### src/rtl/regfile_pkg.sv
// Shared defaults for the register file and its users (core, decode).
package regfile_pkg;
  localparam int RF_DATA_W = 32;
  localparam int RF_ADDR_W = 4;
  localparam int RF_DEPTH  = 1 << RF_ADDR_W;

  typedef logic [RF_ADDR_W-1:0] reg_addr_t;
endpackage

### src/rtl/regfile_scoreboard.sv
// Per-register pending-write scoreboard: reservation, release on writeback, flush, sticky write error.
// REGFILE_BYPASS_EN: a same-cycle writeback frees its register for reservation.
module regfile_scoreboard
  import regfile_pkg::*;
#(
  parameter int ADDR_W   = RF_ADDR_W,
  parameter bit ZERO_REG = 1'b1
) (
  input  logic                  clk,
  input  logic                  rst,
  input  logic                  rsv_en_i,
  input  logic [ADDR_W-1:0]     rsv_addr_i,
  input  logic                  wen_i,
  input  logic [ADDR_W-1:0]     waddr_i,
  input  logic                  flush_i,
  output logic [(1<<ADDR_W)-1:0] pend_o,
  output logic                  rsv_ok_o,
  output logic                  wr_err_o
);
  localparam int DEPTH = 1 << ADDR_W;

  logic [DEPTH-1:0] pend_q, pend_d, pend_eff;
  logic             wr_err_q, wr_err_d;
  logic             w_act, r_act;

  always_comb begin
    w_act    = wen_i && !(ZERO_REG && (waddr_i == '0));
    pend_eff = pend_q;
`ifdef REGFILE_BYPASS_EN
    if (w_act) pend_eff[waddr_i] = 1'b0;
`endif
    rsv_ok_o = rsv_en_i && !pend_eff[rsv_addr_i];
    r_act    = rsv_ok_o && !(ZERO_REG && (rsv_addr_i == '0));

    // Flush first, then writeback release, then reservation: a reservation always wins.
    pend_d = flush_i ? '0 : pend_q;
    if (w_act) pend_d[waddr_i] = 1'b0;
    if (r_act) pend_d[rsv_addr_i] = 1'b1;

    wr_err_d = wr_err_q | (w_act & ~pend_q[waddr_i]);
  end

  always_ff @(posedge clk) begin
    if (!rst) begin
      pend_q   <= '0;
      wr_err_q <= 1'b0;
    end else begin
      pend_q   <= pend_d;
      wr_err_q <= wr_err_d;
    end
  end

  assign pend_o   = pend_q;
  assign wr_err_o = wr_err_q;
endmodule

### src/rtl/regfile_sb.sv
// 2-read/1-write register file with pending-write scoreboard for RAW stall detection.
// REGFILE_BYPASS_EN: same-cycle writeback data and busy release forwarded to the read ports.
module regfile_sb
  import regfile_pkg::*;
#(
  parameter int DATA_W   = RF_DATA_W,
  parameter int ADDR_W   = RF_ADDR_W,
  parameter bit ZERO_REG = 1'b1
) (
  input  logic              clk,
  input  logic              rst,
  input  logic [ADDR_W-1:0] raddr1,
  input  logic [ADDR_W-1:0] raddr2,
  output logic [DATA_W-1:0] rdata1,
  output logic [DATA_W-1:0] rdata2,
  output logic              rbusy1,
  output logic              rbusy2,
  input  logic              rsv_en,
  input  logic [ADDR_W-1:0] rsv_addr,
  output logic              rsv_ok,
  input  logic              wen,
  input  logic [ADDR_W-1:0] waddr,
  input  logic [DATA_W-1:0] wdata,
  input  logic              flush,
  output logic              wr_err
);
  localparam int DEPTH = 1 << ADDR_W;

  logic [DATA_W-1:0] mem_q [DEPTH];
  logic [DEPTH-1:0]  pend;
  logic              w_act;

  assign w_act = wen && !(ZERO_REG && (waddr == '0));

  regfile_scoreboard #(
    .ADDR_W   (ADDR_W),
    .ZERO_REG (ZERO_REG)
  ) u_sb (
    .clk        (clk),
    .rst        (rst),
    .rsv_en_i   (rsv_en),
    .rsv_addr_i (rsv_addr),
    .wen_i      (wen),
    .waddr_i    (waddr),
    .flush_i    (flush),
    .pend_o     (pend),
    .rsv_ok_o   (rsv_ok),
    .wr_err_o   (wr_err)
  );

  always_ff @(posedge clk) begin
    if (!rst) begin
      for (int i = 0; i < DEPTH; i++) mem_q[i] <= '0;
    end else if (w_act) begin
      mem_q[waddr] <= wdata;
    end
  end

  always_comb begin
    rdata1 = mem_q[raddr1];
    rbusy1 = pend[raddr1];
`ifdef REGFILE_BYPASS_EN
    if (w_act && (raddr1 == waddr)) begin
      rdata1 = wdata;
      rbusy1 = 1'b0;
    end
`endif
    if (ZERO_REG && (raddr1 == '0)) begin
      rdata1 = '0;
      rbusy1 = 1'b0;
    end
  end

  always_comb begin
    rdata2 = mem_q[raddr2];
    rbusy2 = pend[raddr2];
`ifdef REGFILE_BYPASS_EN
    if (w_act && (raddr2 == waddr)) begin
      rdata2 = wdata;
      rbusy2 = 1'b0;
    end
`endif
    if (ZERO_REG && (raddr2 == '0)) begin
      rdata2 = '0;
      rbusy2 = 1'b0;
    end
  end
endmodule

### config.mk
export PLATFORM = sky130hd
export DESIGN_NAME = regfile_sb
export DESIGN_NICKNAME = d
export VERILOG_FILES = /design/src/rtl/regfile_pkg.sv /design/src/rtl/regfile_scoreboard.sv /design/src/rtl/regfile_sb.sv
export SDC_FILE = /design/constraint.sdc
export NUM_CORES = 1
export LEC_CHECK = 0
export ABC_CLOCK_PERIOD_IN_PS = 5480
export BUFFER_PORTS_ARGS = -buffer_cell sky130_fd_sc_hd__buf_4
export CAP_MARGIN = 20
export CORE_ASPECT_RATIO = 0.5
export CORE_MARGIN = 3
export CORE_UTILIZATION = 60
export CTS_BUF_LIST = sky130_fd_sc_hd__clkbuf_4 sky130_fd_sc_hd__clkbuf_8
export CTS_CLUSTER_SIZE = 28
export DETAILED_ROUTE_END_ITERATION = 8
export HOLD_SLACK_MARGIN = 0.06
export PLACE_DENSITY = 0.78
export SETUP_SLACK_MARGIN = 0.2
export SYNTH_ARGS = -nofsm -noshare
export SYNTH_HDL_FRONTEND = slang
export SYNTH_HIERARCHICAL = 1
export SYNTH_SLANG_ARGS = --single-unit
### constraint.sdc
create_clock -name clk -period 5.48 [get_ports clk]
set_input_delay 0.822 -clock clk [delete_from_list [all_inputs] [get_ports clk]]
set_output_delay 0.822 -clock clk [all_outputs]
set_load 0.01 [all_outputs]
* Word level (Yosys, flattened, before mapping)
Memory sizes are Yosys's and may differ from the RTL's.
Index checks and enable logic that the tools add are counted.
** Storage, ports and cells
- Register bits :: 17
- RAM bits :: 512
- Bits of input ports :: 53
- Output and inout port bits :: 68
- Word-level logic and storage cells :: 54
- Memories kept :: 1
** Operators by class
- $lt $le $gt $ge :: 6
- Mux-type cells :: 26
- Bitwise gates (word level) :: 6
- Reduce and logical (&&, ||, !) cells :: 13
** Memories
- mem_q :: depth 16, width 32, rd ports 2, clocked after memory_dff 0, wr ports 16, RTL line regfile_sb.sv:29 : logic [DATA_W-1:0] mem_q [DEPTH];
** Operator list (count)
- $mux 32 :: 3
- $mux 16 :: 3
- $reduce_or 32->1 :: 1
- $lt 4x5->1 const B :: 4
- $and 16x16->16 :: 1
- $bmux 1 s4 :: 4
- $logic_not 4->1 :: 4
- $not 16->16 :: 1
- $or 16x16->16 :: 1
- $mux 1 :: 13
- $demux 1 s4 :: 2
- $ge 4x1->1 const B :: 2
- $logic_and 1x1->1 :: 5
- $mux 4 :: 1
- $logic_not 1->1 :: 3
- $and 1x1->1 :: 1
- $not 1->1 :: 1
- $or 1x1->1 :: 1

* Logic depth before layout (Yosys ltp)
Gate-level depths: netlist of run 1.
- Depth in word-level cells :: 9
- Gate-level depth with buffers :: 8
- Depth with buffers taken out :: 4

* Modules after synthesis
The synthesis of run 1 kept the hierarchy.
** Modules (own cells, without submodules)
- regfile_sb :: instances 1, cells each 1799, area an instance 25948.6 um^2, sequential area each 14443.9 um^2
- regfile_scoreboard :: instances 1, cells each 97, area an instance 1002.2 um^2, sequential area each 340.3 um^2

* Least setup slack after synthesis of run 1
OpenSTA, ideal clock, no wires.
- Path type :: input -> register
- Start point :: input port rst
- End point :: memory mem_q[6][0] (netlist bit) (enable)
- Setup time :: 466 ps
- Data arrival time :: 3590 ps
- Required time :: 5014 ps
- Slack :: 1425 ps
- Stages on the path :: 3
- Path buffers :: 1
- Path through :: clkbuf_2 nand4b_1 o21ai_0
** RTL lines
- start: declaration :: RTL line regfile_sb.sv:11 : input logic rst,
- end: declaration :: RTL line regfile_sb.sv:29

* Final worst setup path of run 1
- Start point :: input port raddr2[0]
- End point :: output port rdata2[19]
** Between the ends
- Word-level cells in the longest chain between the ends :: 2
- Elaborated cells on any way between the ends :: 3
- Those cells by class :: mux (1); reduce/logical (1); memory (1)
** RTL lines
- start: declaration :: RTL line regfile_sb.sv:13 : input logic [ADDR_W-1:0] raddr2,
- $mem_v2 16x32 / $logic_not 4->1 (equally long branches)
- $mux 32 * :: RTL line regfile_sb.sv:83 : if (ZERO_REG && (raddr2 == '0)) begin
- end: declaration :: RTL line regfile_sb.sv:15 : output logic [DATA_W-1:0] rdata2,
Mark *: on every way between the ends. The rest lies on a longest branch, timed or not.

==> run_results.csv, run 1 <==
group,metric,value,unit
synthesis,synth_compound_area_share,6.93,%
clock_tree,h-tree-depth,3,
synthesis,synth_common_cells,"and2_1, edfxtp_1, mux4_2",
placed_design,globalplace.congestion,0.869,
outcome,run_status,"finished clean",
synthesis,yosysWarnings,6,
clock_tree,clock_latency,0.63,ns
worst_hold_path,hold_path_end,"u_sb/pend_o[0]$_SDFF_PN0_",
synthesis,synthCells,1896,
clock_tree,cts.sinks,498,
global_routing,grt_max_degree,81,
finish,drive_gt1_share,28.6,%
finish,areaGrowthSynthToFinish,10.6,%
sta,fin_skew,0.0105,ns
global_routing,grt_pass1_vias,18085,
clock_tree,cts_setup_buffers,0,
pwr,p_comb_share,13.7,%
synthesis,synth_seq_area_share,54.9,%
synthesis,synth_top_family_by_area,"multiplexers",
clock_tree,cts_resized,0,
die,io_pins,121,
worst_hold_path,hold_depth,1,
clock_tree,clk_pin_slew,0.07,ns
die,die_area,47700,um2
pwr,powerDensity,289,nW/um2
setup_path,required,4.66,ns
detailed_routing,drtIter0Drc,2790,
finish,final.fill_count,3061,
setup_path,end_kind,"primary output",
detailed_routing,routedWlPerCell,30.7,um
synthesis,synth.net_count,1949,
pwr,switching_share,26.2,%
sta,fin_setup_tns,0,ns
synthesis,async_flop_share,0,%
clock_tree,hold_buffers,0,
clock_tree,cts_buffers,73,
setup_path,critPathKind,"input port to primary output",
sta,setup_viol,0,
synthesis,synth_xor_area_share,0,%
synthesis,muxShareOfSynthArea,19.9,%
setup_path,reg2reg_to,"u_sb/pend_o[15]$_SDFF_PN0_",
synthesis,ys_top_cells_by_area,"edfxtp_1, mux4_2, and2_1",
setup_path,worst_path_max_delay_cell,"clkbuf_8",
pwr,p_switching,0.00226,W
synthesis,syn_avg_cell_area,14.2,um2
setup_path,startpoint,"raddr2[0]",
die,die_width,306,um
die,placementRows,54,
sta,final_max_slew_viol_count,0,
global_routing,antenna_found_initial,4,
clock_tree,ctsRootBufferMaster,"clkbuf_8",
clock_tree,cts_buffer_depth,3,
global_routing,grt_use_total,33.8,%
synthesis,synth_seq_cells,498,
synthesis,yosys.area_share.simple,14.9,%
detailed_routing,drc,0,
sta,worst_pin_slew,1.25,ns
setup_path,cp_max_fo,80,
detailed_routing,wirelength,80000,um
clock_tree,cts_tree,"yes",
worst_hold_path,holdCritStartpoint,"u_sb/pend_o[0]$_SDFF_PN0_",
global_routing,grt_pass1_wl,118000,um
finish,stdcell_count,2603,
detailed_routing,first_pass_iters,5,
sta,hold-worst-slack,0.463,ns
sta,post-route-min-period,4.09,ns
synthesis,syn_area,27000,um2
sta,period_share,74.6,%
finish,postLayoutCoreUtil,67.8,%
sta,hold_violations,0,
job,max_cap_violations,0,
setup_path,path_cells,"clkbuf_8 -> buf_4 -> mux4_2 -> nor2b_1 -> nor3_1 -> a221o_1 -> buf_4",
placed_design,placed_cells,2469,
setup_path,start_kind,"input port",
setup_path,arrival,3.26,ns
setup_path,ff2ff_path_depth,3,
detailed_routing,vias,18132,
synthesis,ys.flop_type,"edfxtp_1",
placed_design,numPortBuffers,120,
synthesis,synth.distinct_cells,52,
die,start_util,61.3,%
die,chipHeight,156,um
setup_path,path_common_cell,"buf_4",
sta,layout_setup_ws,1.39,ns
worst_hold_path,worst_hold_path_type,"flop to flop",
synthesis,yosysMostFrequentCell,"and2_1",
pwr,internal_power,0.00636,W
pwr,clockPowerShare,34.1,%
pwr,ir_worst_vdd,0.000182,V
setup_path,r2r_start,"u_sb/pend_o[15]$_SDFF_PN0_",
die,coreArea,44000,um2
synthesis,yosys.area.top_type,"edfxtp_1",
placed_design,hpwl,45900,um
sta,rsz0062_at_grt,"no",
setup_path,max_stage_delay,0.74,ns
setup_path,reg2reg_slack,3.82,ns
pwr,p_seq_share,52.2,%
detailed_routing,antenna_left,0,
finish,num-nets-final,2010,
pwr,p_leak,10.5,nW
detailed_routing,vias_per_cell,6.97,
sta,timing.fmax,245,MHz
synthesis,synth_edf_count,481,
global_routing,grt_overflow,0,
placed_design,pre_cts_ws,1.36,ns
sta,slew_headroom,16.5,%
synthesis,synth_adder_area_share,0,%
synthesis,synth_top_area_share,53.6,%
critical path: cells and delay by family:
| kind | cells | cell delay, ns |
|---|---|---|
| compound gates | 1 | 0.31 |
| buf+inv | 3 | 1.35 |
| mux | 1 | 0.55 |
| simple gates | 2 | 0.19 |
layout make-up:
type | instances | area [um2] | area share, %
well taps | 588 | 736 | 2.47
flip-flops and latches | 498 | 14800 | 49.6
repair buffers | 177 | 1390 | 4.67
clock buffers | 100 | 1210 | 4.07
inverters | 4 | 15.0 | 0.0504
clock inverters | 32 | 159 | 0.533
diodes | 1 | 2.50 | 0.00839
multi-input cells | 1203 | 11500 | 38.6
per-layer routing:
metal,up-vias,global-route usage (%),part of all wire (%)
met5,-,0,0
met4,0,12.0,3.7
met3,240,9.06,14
met2,1414,51.9,45
met1,9037,47.5,38
li1,7441,-,-
cell families (layout without fill, tap and decap cells):
group | count (synthesis) | count (layout)
compound gates | 225 | 225
buf+inv | 195 | 313
flops | 498 | 498
mux | 309 | 309
other cells | 1 | 2
simple gates | 668 | 668
layout by cell type (no fill, tap or decap), drive strengths merged, types with 3 or more instances in the layout:
| master | netlist | layout |
|---|---|---|
| a221o | 35 | 35 |
| a221oi | 34 | 34 |
| a22oi | 29 | 29 |
| a32o | 12 | 12 |
| and2 | 484 | 484 |
| and3b | 3 | 3 |
| buf | 62 | 176 |
| clkbuf | 129 | 101 |
| clkinv | 0 | 26 |
| clkinvlp | 0 | 4 |
| dfxtp | 17 | 17 |
| edfxtp | 481 | 481 |
| inv | 4 | 6 |
| mux2 | 71 | 71 |
| mux2i | 66 | 66 |
| mux4 | 172 | 172 |
| nand2 | 19 | 19 |
| nand2b | 12 | 12 |
| nand3 | 7 | 7 |
| nand4b | 4 | 4 |
| nor2 | 46 | 46 |
| nor2b | 42 | 42 |
| nor3 | 38 | 38 |
| nor4 | 4 | 4 |
| o21ai | 12 | 12 |
| o22a | 30 | 30 |
| o22ai | 31 | 31 |
| o31a | 29 | 29 |
how the worst max path moves through the flow:
stage and endpoint:
2_1_floorplan mem_q[6][0]$_SDFFCE_PN0P_, 3_3_place_gp rdata2[19], 3_5_place_dp rdata2[19], 4_1_cts rdata2[19]
5_1_grt rdata2[19], 6_report rdata2[19]
power by group through the flow:
stage | clock network, W | registers [W] | logic (W)
2_1_floorplan | 0 | 0.00454 | 0.000741
3_3_place_gp | 0 | 0.00456 | 0.00115
3_5_place_dp | 0 | 0.00458 | 0.00116
4_1_cts | 0.00296 | 0.00450 | 0.00116
5_1_grt | 0.00313 | 0.00452 | 0.00123
6_report | 0.00294 | 0.00450 | 0.00118
metrics by stage:
stage	total power (W)	instance area, um2
finish	0.00862	29800
floorplan	0.00528	27000
CTS	0.00862	29800
detailed placement	0.00574	28400
global route	0.00888	29800
global placement	0.00571	28400
state kept, by name (all words and copies together), names as in the netlist:
name / flops
mem_q: 481
u_sb/pend_o: 16
u_sb/wr_err_o: 1
Note: power is estimated with default switching activity, not from simulation.
==> run 2, diff against run 1 <==
- ABC_CLOCK_PERIOD_IN_PS: 5480 -> 3400
- CORE_UTILIZATION: 60 -> 58
- PLACE_DENSITY: 0.78 -> 0.79
- clock period: 5.48 -> 3.4 ns (I/O delays scaled with it)
==> run_results.csv, run 2 (synthesized netlist as in run 1, its figures left out) <==
group,metric,value,unit
clock_tree,clk_pin_slew,0.07,ns
die,coreArea,45600,um2
die,io_pins,121,
setup_path,start_kind,"input port",
finish,postLayoutCoreUtil,66.7,%
clock_tree,cts_tree,"yes",
finish,regArea,14800,um2
detailed_routing,drtIter0Drc,2850,
finish,multi_input_area,11500,um2
setup_path,arrival,2.51,ns
clock_tree,clock_latency,0.65,ns
clock_tree,cts_buffers,74,
clock_tree,h-tree-depth,3,
worst_hold_path,hold_depth,3,
setup_path,r2r_start,"u_sb/pend_o[15]$_SDFF_PN0_",
clock_tree,hold_buffers,0,
pwr,p_switching,0.00368,W
setup_path,path_buf_inv,2,
die,placementRows,55,
placed_design,pre_cts_ws,0.444,ns
pwr,internal_power,0.0106,W
clock_tree,cts.sinks,498,
detailed_routing,drc,0,
pwr,switching_share,25.7,%
global_routing,grt_use_total,32.8,%
setup_path,end_kind,"primary output",
sta,post-route-min-period,3.02,ns
setup_path,path_cells,"buf_4 -> nor2b_4 -> a22oi_1 -> nor2_1 -> o31a_1 -> buf_4",
setup_path,cp_max_fo,29,
placed_design,numPortBuffers,120,
sta,worst_pin_slew,1.26,ns
detailed_routing,antenna_left,0,
pwr,powerDensity,471,nW/um2
detailed_routing,wirelength,80700,um
worst_hold_path,worst_hold_path_type,"input port to flop",
finish,mostFrequentLayoutCells,"and2_1, edfxtp_1, buf_4",
setup_path,crit_family,"simple AND/OR/NAND/NOR gates",
sta,setup_viol,0,
sta,rsz0062_at_grt,"no",
worst_hold_path,hold_path_end,"u_sb/pend_o[2]$_SDFF_PN0_",
detailed_routing,first_pass_iters,6,
sta,final_max_slew_viol_count,0,
global_routing,grt_pass1_vias,18679,
sta,hold_violations,0,
detailed_routing,vias_per_cell,6.92,
setup_path,reg2reg_slack,1.73,ns
setup_path,max_stage_delay,0.99,ns
setup_path,required,2.89,ns
sta,timing.fmax,331,MHz
finish,num-nets-final,2044,
setup_path,path_common_cell,"buf_4",
pwr,ir_worst_vdd,0.000250,V
global_routing,antenna_found_initial,2,
die,start_util,59.2,%
setup_path,reg2reg_to,"u_sb/pend_o[12]$_SDFF_PN0_",
finish,regMostFlops,"mem_q",
finish,drive_gt1_share,29.7,%
placed_design,globalplace.congestion,0.889,
die,chipHeight,158,um
clock_tree,cts_buffer_depth,3,
global_routing,grt_max_degree,73,
detailed_routing,vias,18513,
sta,period_share,88.9,%
finish,areaGrowthSynthToFinish,12.7,%
global_routing,grt_pass1_wl,119000,um
clock_tree,cts_setup_buffers,0,
sta,slew_headroom,15.9,%
finish,largest_reg_flops,481,
pwr,p_comb_share,13.7,%
worst_hold_path,holdCritStartpoint,"flush",
outcome,run_status,"finished clean",
sta,fin_setup_tns,0,ns
detailed_routing,routedWlPerCell,30.1,um
clock_tree,cts_resized,0,
die,die_area,49200,um2
setup_path,critPathKind,"input port to primary output",
pwr,clockPowerShare,35.6,%
clock_tree,ctsRootBufferMaster,"clkbuf_8",
setup_path,worst_path_max_delay_cell,"nor2b_4",
job,max_cap_violations,0,
global_routing,grt_overflow,0,
die,die_width,311,um
finish,final_common_cell,"and2_1",
sta,layout_setup_ws,0.378,ns
finish,final.fill_count,3193,
setup_path,ff2ff_path_depth,3,
placed_design,hpwl,48400,um
sta,fin_skew,0.00906,ns
pwr,p_seq_share,50.8,%
pwr,p_leak,10.7,nW
## run 2: worst reg2reg max path, delay by kind of cell (launching register included)
family / cells / cell delay, ns
simple gates: 1 / 0.55
mux: 1 / 0.50
compound gates: 1 / 0.22
flops: 1 / 0.34
## run 2: layout make-up
cell class              instances  area share [%]
flip-flops and latches        498            48.7
clock inverters                31           0.758
inverters                       4          0.0494
clock buffers                 102            4.17
multi-input cells            1203            37.9
diodes                          2          0.0165
well taps                     627            2.58
repair buffers                210            5.87
## run 2: worst max-delay path by stage
stage / from / end / slack, ns / cells after the start
final: raddr1[3] / rdata1[20] / 0.38 / 6
after global routing: raddr2[0] / rdata2[21] / 0.36 / 7
after CTS: raddr2[0] / rdata2[21] / 0.44 / 7
after detailed placement: raddr2[0] / rdata2[21] / 0.44 / 7
after global placement: raddr2[0] / rdata2[22] / 0.35 / 6
after floorplan: rst / mem_q[6][0]$_SDFFCE_PN0P_ / -0.34 / 3
## run 2: power groups by stage
stage / registers (W) / logic, W / clock network [W]
finish: 0.00725 / 0.00195 / 0.00508
global route: 0.00728 / 0.00204 / 0.00538
CTS: 0.00725 / 0.00192 / 0.00509
detailed placement: 0.00738 / 0.00192 / 0
global placement: 0.00735 / 0.00189 / 0
floorplan: 0.00731 / 0.00119 / 0
## run 2: stage by stage
stage	hold slack, ns	std cells	power [W]	area [um2]
finish	0.174	2677	0.0143	30400
global route	0.170	2676	0.0147	30400
CTS	0.146	2675	0.0143	30400
detailed placement	0.446	2542	0.00930	28900
global placement	0.438	2540	0.00923	28800
floorplan	0.425	1896	0.00851	27000
## run 2: routing by layer
| metal | up-vias | global-route usage, % | wire, um |
|---|---|---|---|
| met4 | 0 | 13.7 | 3190 |
| met5 | - | 0 | 0 |
| met3 | 253 | 9.01 | 11500 |
| met1 | 9270 | 44.6 | 29600 |
| met2 | 1477 | 50.6 | 36400 |
| li1 | 7513 | - | - |
==> run 3, diff against run 2 <==
- SYNTH_HIERARCHICAL: 1 -> default
==> run_results.csv, run 3 <==
group,metric,value,unit
outcome,run_status,"finished clean",
finish,mostFrequentLayoutCells,"and2_1, edfxtp_1, mux4_2",
placed_design,globalplace.congestion,0.902,
finish,final.fill_count,3153,
detailed_routing,first_pass_iters,6,
setup_path,start_kind,"input port",
synthesis,synth_seq_area_share,54.4,%
global_routing,grt_overflow,0,
finish,drive_gt1_share,30.5,%
global_routing,grt_pass1_vias,18454,
worst_hold_path,worst_hold_path_type,"input port to flop",
synthesis,synth_edf_count,480,
pwr,p_leak,10.8,nW
finish,areaGrowthSynthToFinish,12.3,%
job,max_cap_violations,0,
synthesis,synth.distinct_cells,37,
global_routing,grt_use_total,30.9,%
clock_tree,cts_tree,"yes",
clock_tree,h-tree-depth,3,
global_routing,antenna_found_initial,5,
pwr,ir_worst_vdd,0.000291,V
synthesis,yosys.area.top_type,"edfxtp_1",
finish,largest_reg_flops,480,
setup_path,cp_max_fo,27,
clock_tree,cts_buffer_depth,3,
die,placementRows,55,
sta,worst_pin_slew,1.13,ns
synthesis,synth_xor_area_share,0,%
placed_design,placed_cells,2509,
detailed_routing,drc,0,
setup_path,end_kind,"primary output",
detailed_routing,wirelength,76200,um
synthesis,yosysMostFrequentCell,"and2_1",
finish,stdcell_count,2644,
setup_path,required,2.89,ns
sta,hold-worst-slack,0.206,ns
sta,hold_violations,0,
placed_design,numPortBuffers,120,
finish,num-nets-final,2012,
pwr,powerDensity,464,nW/um2
clock_tree,cts_setup_buffers,0,
global_routing,grt_max_degree,67,
finish,regMostFlops,"mem_q",
synthesis,synth_common_cells,"and2_1, edfxtp_1, mux4_2",
synthesis,synth_compound_area_share,5.55,%
synthesis,ys_top_cells_by_area,"edfxtp_1, mux4_2, and2_1",
sta,layout_setup_ws,0.371,ns
synthesis,synthCells,1883,
sta,fin_setup_tns,0,ns
die,start_util,59.3,%
synthesis,synth_adder_area_share,0,%
global_routing,grt_pass1_wl,114000,um
sta,fin_skew,0.0157,ns
synthesis,muxShareOfSynthArea,22.3,%
sta,timing.fmax,330,MHz
detailed_routing,antenna_left,0,
setup_path,reg2reg_slack,1.83,ns
setup_path,arrival,2.52,ns
clock_tree,cts.sinks,497,
sta,period_share,89.1,%
setup_path,critPathKind,"input port to primary output",
sta,slew_headroom,24.4,%
placed_design,hpwl,44700,um
sta,setup_viol,0,
synthesis,ys.flop_type,"edfxtp_1",
synthesis,synth_top_area_share,53.2,%
clock_tree,ctsRootBufferMaster,"clkbuf_8",
detailed_routing,vias_per_cell,6.70,
die,chipHeight,159,um
synthesis,yosysWarnings,0,
pwr,totalPowerFinal,0.0141,W
synthesis,synth_top_family_by_area,"multiplexers",
die,die_area,49500,um2
synthesis,syn_avg_cell_area,14.4,um2
sta,rsz0062_at_grt,"no",
die,coreArea,45700,um2
finish,final_common_cell,"and2_1",
clock_tree,hold_buffers,0,
clock_tree,clk_pin_slew,0.06,ns
die,die_width,312,um
detailed_routing,drtIter0Drc,2412,
sta,post-route-min-period,3.03,ns
die,io_pins,121,
clock_tree,clock_latency,0.64,ns
synthesis,synth.net_count,1936,
synthesis,synth_seq_cells,497,
synthesis,yosys.area_share.simple,14.2,%
clock_tree,cts_buffers,74,
detailed_routing,vias,17707,
clock_tree,cts_resized,0,
placed_design,pre_cts_ws,0.418,ns
synthesis,async_flop_share,0,%
synthesis,syn_area,27100,um2
detailed_routing,routedWlPerCell,28.8,um
sta,final_max_slew_viol_count,0,
-- run 3: cell count changes after synthesis, moves of 32 or more --
| cell | delta |
|---|---|
| a221oi_1 | -34 |
| nor3_1 | -33 |
| nor2b_1 | -34 |
| a21oi_1 | +130 |
| nand2b_1 | +56 |
| mux4_2 | +32 |
-- run 3: cell type report --
class | instances | area (um2) | share of cell area (%)
clock inverters | 27 | 143 | 0.469
clock buffers | 106 | 1300 | 4.26
multi-input cells | 1191 | 11500 | 37.9
well taps | 627 | 785 | 2.58
flip-flops and latches | 497 | 14800 | 48.5
diodes | 1 | 2.50 | 0.00822
inverters | 2 | 7.51 | 0.0247
repair buffers | 193 | 1910 | 6.26
-- run 3: path summary, 6_finish.rpt --
check                        startpoint                          to  depth (start not counted)
max                           raddr2[0]                  rdata2[18]                          7
max reg2reg  u_sb.pend_o[11]$_SDFF_PN0_  u_sb.pend_o[10]$_SDFF_PN0_                          3
min reg2reg   u_sb.pend_o[0]$_SDFF_PN0_   u_sb.pend_o[0]$_SDFF_PN0_                          1
min                               flush   u_sb.pend_o[2]$_SDFF_PN0_                          4
-- run 3: routing by layer --
metal / vias up / share of wire [%] / GRT usage, %
li1: 7355 / - / -
met1: 8926 / 37 / 41.5
met2: 1191 / 48 / 49.5
met3: 235 / 12 / 6.86
met4: 0 / 4.0 / 12.8
met5: - / 0 / 0
-- run 3: metrics by stage --
stage,area [um2],utilization (%)
after global routing,30400,66.6
final,30400,66.6
after detailed placement,29000,63.4
after global placement,29000,63.4
after floorplan,27100,-
after CTS,30400,66.6
-- run 3: power breakdown --
group	internal (W)	leakage (nW)	total, W	switching (W)
Sequential	0.00707	4.73	0.00725	0.000179
Clock	0.00253	0.769	0.00490	0.00237
Combinational	0.000933	5.28	0.00198	0.00104
-- run 3: critical path: stages --
cell and delay (ns):
clkbuf_8 0.21, nor2b_4 0.91, buf_4 0.31, a221o_1 0.15, a21oi_1 0.07, a21oi_1 0.18, buf_4 0.16
-- run 3: logic make-up after synthesis --
family / Yosys count
and+or+nand+nor: 632
buffers and inverters: 195
muxes: 341
DFF: 497
AOI/OAI and AO/OA: 218
